===== src/rtl/spwm_deadtime_gate.sv =====
// SPWM comparator and complementary gate driver with guaranteed dead time.
// Reference samples are double-buffered and only take effect at the carrier wrap.
module spwm_deadtime_gate #(
    parameter int WIDTH    = 10,
    parameter int DEADTIME = 8,
    parameter int DT_W     = 8
) (
    input  logic                    clk,
    input  logic                    rst,
    input  logic                    en,
    input  logic signed [WIDTH-1:0] carrier,
    input  logic signed [WIDTH-1:0] ref_in,
    input  logic                    ref_valid,
    output logic                    ref_ready,
    output logic                    gate_hi,
    output logic                    gate_lo,
    output logic                    stale
);

    typedef enum logic [2:0] {
        IDLE,
        HI_ON,
        DT_TO_LO,
        LO_ON,
        DT_TO_HI
    } state_e;

    localparam logic signed [WIDTH-1:0] CARRIER_MAX = {1'b0, {(WIDTH-1){1'b1}}};
    localparam logic [DT_W-1:0]         DT_LOAD     = DT_W'(DEADTIME - 1);

    logic signed [WIDTH-1:0] shadow_q, shadow_d;
    logic signed [WIDTH-1:0] ref_active_q, ref_active_d;
    logic                    shadow_full_q, shadow_full_d;
    logic                    stale_q, stale_d;
    logic                    demand_q, demand_d;

    state_e                  state_q;
    logic [DT_W-1:0]         dt_cnt_q;
    logic                    gate_hi_q, gate_lo_q;

    logic                    wrap;
    logic                    accept;

    assign wrap   = (carrier == CARRIER_MAX);
    assign accept = ref_valid && !shadow_full_q;

    // NOTE: every _d gets its default first so this block can never infer a latch.
    always_comb begin
        shadow_d      = shadow_q;
        shadow_full_d = shadow_full_q;
        ref_active_d  = ref_active_q;
        stale_d       = 1'b0;

        if (wrap && shadow_full_q) begin
            ref_active_d  = shadow_q;
            shadow_full_d = 1'b0;
        end else begin
            // Wrap with nothing pending: hold the duty, but a same-cycle sample still lands in the shadow.
            stale_d = wrap;
            if (accept) begin
                shadow_d      = ref_in;
                shadow_full_d = 1'b1;
            end
        end
    end

    assign demand_d = (ref_active_q > carrier);

    // NOTE: clocked blocks use non-blocking assignments only, so every register samples pre-edge values.
    always_ff @(posedge clk) begin
        if (rst) begin
            ref_active_q  <= '0;
            shadow_full_q <= 1'b0;
            stale_q       <= 1'b0;
            demand_q      <= 1'b0;
        end else begin
            ref_active_q  <= ref_active_d;
            shadow_full_q <= shadow_full_d;
            stale_q       <= stale_d;
            demand_q      <= demand_d;
        end
    end

    // NOTE: shadow data has no reset; shadow_full_q alone decides whether it is meaningful.
    always_ff @(posedge clk) begin
        shadow_q <= shadow_d;
    end

    // Gate registers are written together with the state so they always equal its decode.
    always_ff @(posedge clk) begin
        if (rst) begin
            state_q   <= IDLE;
            dt_cnt_q  <= '0;
            gate_hi_q <= 1'b0;
            gate_lo_q <= 1'b0;
        end else if (!en) begin
            state_q   <= IDLE;
            gate_hi_q <= 1'b0;
            gate_lo_q <= 1'b0;
        end else begin
            gate_hi_q <= 1'b0;
            gate_lo_q <= 1'b0;
            case (state_q)
                IDLE: begin
                    state_q  <= demand_q ? DT_TO_HI : DT_TO_LO;
                    dt_cnt_q <= DT_LOAD;
                end
                HI_ON: begin
                    if (!demand_q) begin
                        state_q  <= DT_TO_LO;
                        dt_cnt_q <= DT_LOAD;
                    end else begin
                        gate_hi_q <= 1'b1;
                    end
                end
                LO_ON: begin
                    if (demand_q) begin
                        state_q  <= DT_TO_HI;
                        dt_cnt_q <= DT_LOAD;
                    end else begin
                        gate_lo_q <= 1'b1;
                    end
                end
                DT_TO_LO, DT_TO_HI: begin
                    // The count always runs out before either gate turns on, whatever demand does meanwhile.
                    if (dt_cnt_q == '0) begin
                        if (demand_q) begin
                            state_q   <= HI_ON;
                            gate_hi_q <= 1'b1;
                        end else begin
                            state_q   <= LO_ON;
                            gate_lo_q <= 1'b1;
                        end
                    end else begin
                        dt_cnt_q <= dt_cnt_q - DT_W'(1);
                    end
                end
                default: begin
                    state_q <= IDLE;
                end
            endcase
        end
    end

    assign ref_ready = !shadow_full_q;
    assign gate_hi   = gate_hi_q;
    assign gate_lo   = gate_lo_q;
    assign stale     = stale_q;

endmodule

===== config.mk =====
export PLATFORM = sky130hd
export DESIGN_NAME = spwm_deadtime_gate
export DESIGN_NICKNAME = d
export VERILOG_FILES = /design/src/rtl/spwm_deadtime_gate.sv
export SDC_FILE = /design/constraint.sdc
export NUM_CORES = 1
export LEC_CHECK = 0
export ABC_AREA = 1
export BUFFER_PORTS_ARGS = -buffer_cell sky130_fd_sc_hd__buf_2
export CAP_MARGIN = 20
export CELL_PAD_IN_SITES_DETAIL_PLACEMENT = 1
export CELL_PAD_IN_SITES_GLOBAL_PLACEMENT = 1
export CORE_MARGIN = 3
export CORE_UTILIZATION = 44
export CTS_CLUSTER_SIZE = 10
export DETAILED_ROUTE_END_ITERATION = 7
export PLACE_DENSITY = 0.8
export SLEW_MARGIN = 20
export SYNTH_ARGS = -nofsm -noshare
export SYNTH_HDL_FRONTEND = slang
export SYNTH_SLANG_ARGS = --single-unit

===== constraint.sdc =====
create_clock -name clk -period 3.4 [get_ports clk]
set_input_delay 0.51 -clock clk [delete_from_list [all_inputs] [get_ports clk]]
set_output_delay 0.51 -clock clk [all_outputs]
set_load 0.005 [all_outputs]

==> summary.log <==
qor: setup_path.end_kind register
qor: global_route.via_count_of_the_first_global_routing_pass 1695
qor: yosys.synthesis.area 1940 um^2
qor: yosys.synth_async_sr_flop_share 0%
qor: finish.seqCellArea 821 um^2
qor: yosys.synth_compound_gate_area_share 7.93%
qor: setup_path.crit_chain buf_2 > inv_1 > nor3_1 > nand4_1 > clkinv_1 > nor2_1 > nor2_1
qor: yosys.postSynthNetCount 295
qor: yosys.yosys-mux-area-fraction 0%
qor: cts.post-cts-setup-buffers 0
qor: route.routed_length_per_instance 12.4 um
qor: min_path.hold_path_class in -> reg
qor: power.total_power 0.000959 W
qor: global_route.global_route.usage.total 18.2%
qor: finish.antenna_cells_inserted 0
qor: setup_path.crit_buf_inv 3
qor: floorplanning.initial_core_util 47.2%
qor: global_route.global_route_wire_length_before_repair 7400 um
qor: placement.io_buffers 27
qor: route.route.final.wire_length 4220 um
qor: setup_path.critical-path-top-delay-family simple AND/OR/NAND/NOR gates
qor: floorplanning.die_width 72.4 um
qor: timing.hold_viol 0
qor: setup_path.critical_path_class in -> reg
qor: power.pwr-share-seq 49.9%
qor: yosys.synth_warnings 0
qor: yosys.synth_area_per_inst 7.50 um^2
qor: power.power_density 436 nW/um^2
qor: cts.cts_root_buffer sky130_fd_sc_hd__clkbuf_8
qor: placement.finalWeightedCongestion 0.769
qor: yosys.synth_adder_area_share 7.73%
qor: finish.final_cells 340
qor: yosys.ys_ff_latch 36
qor: cts.clk_transition_reported_paths 0.08 ns
qor: cts.cts_hold_buf 0
qor: cts.insertion_delay 0.29 ns
qor: cts.tritoncts done
qor: route.postRouteAntennaNets 0
qor: floorplanning.fp.coreArea 4120 um^2
qor: timing.layout_worst_path_cycle_share 45.2%
qor: timing.report.final.slew_viol_count 0
qor: finish.multi_input_comb_area 942 um^2
qor: timing.final.min_clock_period 1.54 ns
qor: run_status.status finished, final reports clean
qor: setup_path.critical_path.max_fanout 12
qor: global_route.antenna_found_initial 0
qor: finish.fillers 551
qor: yosys.netlist.top_cell.by_area sky130_fd_sc_hd__dfxtp_1
qor: placement.place.detailed.instances 332
qor: timing.timing.slew.headroom 49.6%
qor: timing.setup_viol 0
qor: yosys.synthSimpleGateAreaFrac 32.4%
qor: setup_path.worst_path_most_repeated_cell sky130_fd_sc_hd__nor2_1
qor: setup_path.timing.critical_path.arrival 1.77 ns
qor: setup_path.cpPeakStageDelay 0.39 ns
qor: floorplanning.die_area 5250 um^2
qor: finish.layout-area-overhead-vs-synth 13.3%
qor: timing.fmaxAchievable 651 MHz
qor: power.vdd.ir_drop.worst 0.277 mV
qor: cts.clock_tree.htree_level_count 2
qor: floorplanning.floorplan.die.height 72.4 um
qor: floorplanning.std_cell_rows 23
qor: route.detailed_route_drc_error_count 0
qor: cts.number_of_buffers_added_by_the_clock_tree_synthesis_step 5
qor: placement.dp.final_hpwl 3270 um
qor: cts.cts.repair.resized 0
qor: yosys.synth.yosys.seq_area_share 42.3%
qor: route.post_drt_via_cell_ratio 4.90
qor: timing.final.setup_skew 0.00458 ns
qor: yosys.synth_top_cells_by_area sky130_fd_sc_hd__dfxtp_1, sky130_fd_sc_hd__edfxtp_1, sky130_fd_sc_hd__nand2_1
qor: setup_path.cpMaxStageDelayCell sky130_fd_sc_hd__nand4_1
qor: power.power_report.internal_total 0.000667 W
qor: power.power_frac_clock 32.7%
qor: finish.layout_cells_sized_above_1 19.0%
qor: cts.clockBufferDepth 2
qor: route.drt-initial-drc-count 33
qor: route.dr.pass1.iters 6
qor: setup_path.critPathRequiredTime 3.63 ns
qor: finish.final_net_count 325
qor: yosys.synth_xor_xnor_area_share 0.451%
qor: global_route.global_route_total_overflow 0
qor: yosys.dominant_combinational_cell_family_by_area_after_synthesis simple AND/OR/NAND/NOR gates
qor: yosys.synth_top_area_share 26.8%
qor: power.switching_share 30.4%
qor: timing.fin_setup_tns 0 ns
qor: yosys.synth_edf_count 10
qor: cts.clock_sinks 36
qor: yosys.netlist-cell-type-count 27
qor: job.maxCapViolations 0
qor: power.power.combinational.fraction 17.4%
qor: setup_path.critPathLaunchType input port
qor: timing.grt_setup_unrepaired no
qor: power.static-leakage-power 1.06 nW
qor: yosys.synth-main-ff-cell sky130_fd_sc_hd__dfxtp_1
qor: yosys.synthesis.instances 259
qor: floorplanning.floorplan.io_pins 28
qor: power.power.net_switching 0.000292 W
qor: route.number_of_vias_after_detailed_routing 1667
qor: timing.tightest_slew 0.753 ns
qor: global_route.maximum_number_of_pins_on_one_net_before_global_route_repair 19
## final cells by class
type / count / area share, %
clock inverters: 3 / 1.08
inverters: 39 / 6.71
well taps: 50 / 2.84
repair buffers: 27 / 6.14
flip-flops and latches: 36 / 37.3
clock buffers: 5 / 3.13
multi-input cells: 180 / 42.8
## logic make-up (layout without fill, tap and decap cells)
logic type	after synthesis	in the layout
flip-flops	36	36
XOR/XNOR	1	1
AND/OR/NAND/NOR	140	140
adder cells (fa/ha/maj)	12	12
buffers and inverters	43	74
AO/OA/AOI/OAI	27	27
## sequential cells by signal (all words and copies together) (netlist names)
register       cells
ref_active_q      10
shadow_q          10
dt_cnt_q           8
state_q            3
demand_q           1
gate_hi            1
gate_lo            1
shadow_full_q      1
stale              1
## power by group through the flow
stage / Clock, W / Sequential [W] / Combinational, W
global route: 0.000339 / 0.000481 / 0.000194
global placement: 0 / 0.000488 / 0.000161
floorplan: 0 / 0.000481 / 0.000129
detailed placement: 0 / 0.000488 / 0.000167
finish: 0.000314 / 0.000479 / 0.000167
CTS: 0.000326 / 0.000478 / 0.000168
## worst paths after layout
path,startpoint,end,slack [ns],cells past startpoint
hold reg to reg,ref_active_q[9],ref_active_q[9],0.49,2
hold / removal,ref_in[0],shadow_q[0],0.39,1
setup / recovery,carrier[3],ref_active_q[6],1.86,7
setup reg to reg,state_q[0],dt_cnt_q[5],1.92,9
## Yosys cell counts (2+ instances only)
cell type / instances
sky130_fd_sc_hd__a21oi_1: 8
sky130_fd_sc_hd__nor2_2: 2
sky130_fd_sc_hd__o21ai_0: 13
sky130_fd_sc_hd__nand2_2: 3
sky130_fd_sc_hd__nor3_1: 2
sky130_fd_sc_hd__a211oi_1: 2
sky130_fd_sc_hd__nand3_1: 14
sky130_fd_sc_hd__nand4_1: 8
sky130_fd_sc_hd__inv_2: 5
sky130_fd_sc_hd__inv_1: 32
sky130_fd_sc_hd__o21ai_2: 2
sky130_fd_sc_hd__nor2_4: 2
sky130_fd_sc_hd__nand2_1: 57
sky130_fd_sc_hd__buf_4: 2
sky130_fd_sc_hd__nor2_1: 48
sky130_fd_sc_hd__edfxtp_1: 10
sky130_fd_sc_hd__dfxtp_1: 26
sky130_fd_sc_hd__nand2_4: 3
sky130_fd_sc_hd__ha_1: 12
## stage by stage
stage	instance area, um^2	utilization, %	hold WS (ns)	worst slack, ns
2_1_floorplan	1940	-	0.455	1.94
3_3_place_gp	2110	51.2	0.473	1.61
3_5_place_dp	2110	51.2	0.485	1.54
4_1_cts	2200	53.5	0.382	1.83
5_1_grt	2200	53.5	0.374	1.60
6_report	2200	53.5	0.389	1.86
## cells in the final DEF, fill, tap and decap left out, types with 2 or more instances in the layout
cell,synthesis,layout
sky130_fd_sc_hd__a211oi_1,2,2
sky130_fd_sc_hd__a21oi_1,8,8
sky130_fd_sc_hd__buf_2,0,27
sky130_fd_sc_hd__clkbuf_8,0,5
sky130_fd_sc_hd__clkinvlp_4,0,2
sky130_fd_sc_hd__dfxtp_1,26,26
sky130_fd_sc_hd__edfxtp_1,10,10
sky130_fd_sc_hd__ha_1,12,12
sky130_fd_sc_hd__inv_1,32,32
sky130_fd_sc_hd__inv_2,5,5
sky130_fd_sc_hd__nand2_1,57,57
sky130_fd_sc_hd__nand2_2,3,3
sky130_fd_sc_hd__nand2_4,3,3
sky130_fd_sc_hd__nand3_1,14,14
sky130_fd_sc_hd__nand4_1,8,8
sky130_fd_sc_hd__nor2_1,48,48
sky130_fd_sc_hd__nor2_2,2,2
sky130_fd_sc_hd__nor2_4,2,2
sky130_fd_sc_hd__nor3_1,2,2
sky130_fd_sc_hd__o21ai_0,13,13
sky130_fd_sc_hd__o21ai_2,2,2
## routing by layer
metal  global-route usage, %  vias to the layer above  wire, um
li1                        -                      883         -
met1                    23.6                      757      2150
met2                    29.8                       21      1890
met3                    4.16                        6       117
met4                    6.15                        0        61
met5                       0                        -         0
(Power assumes the default switching activity.)
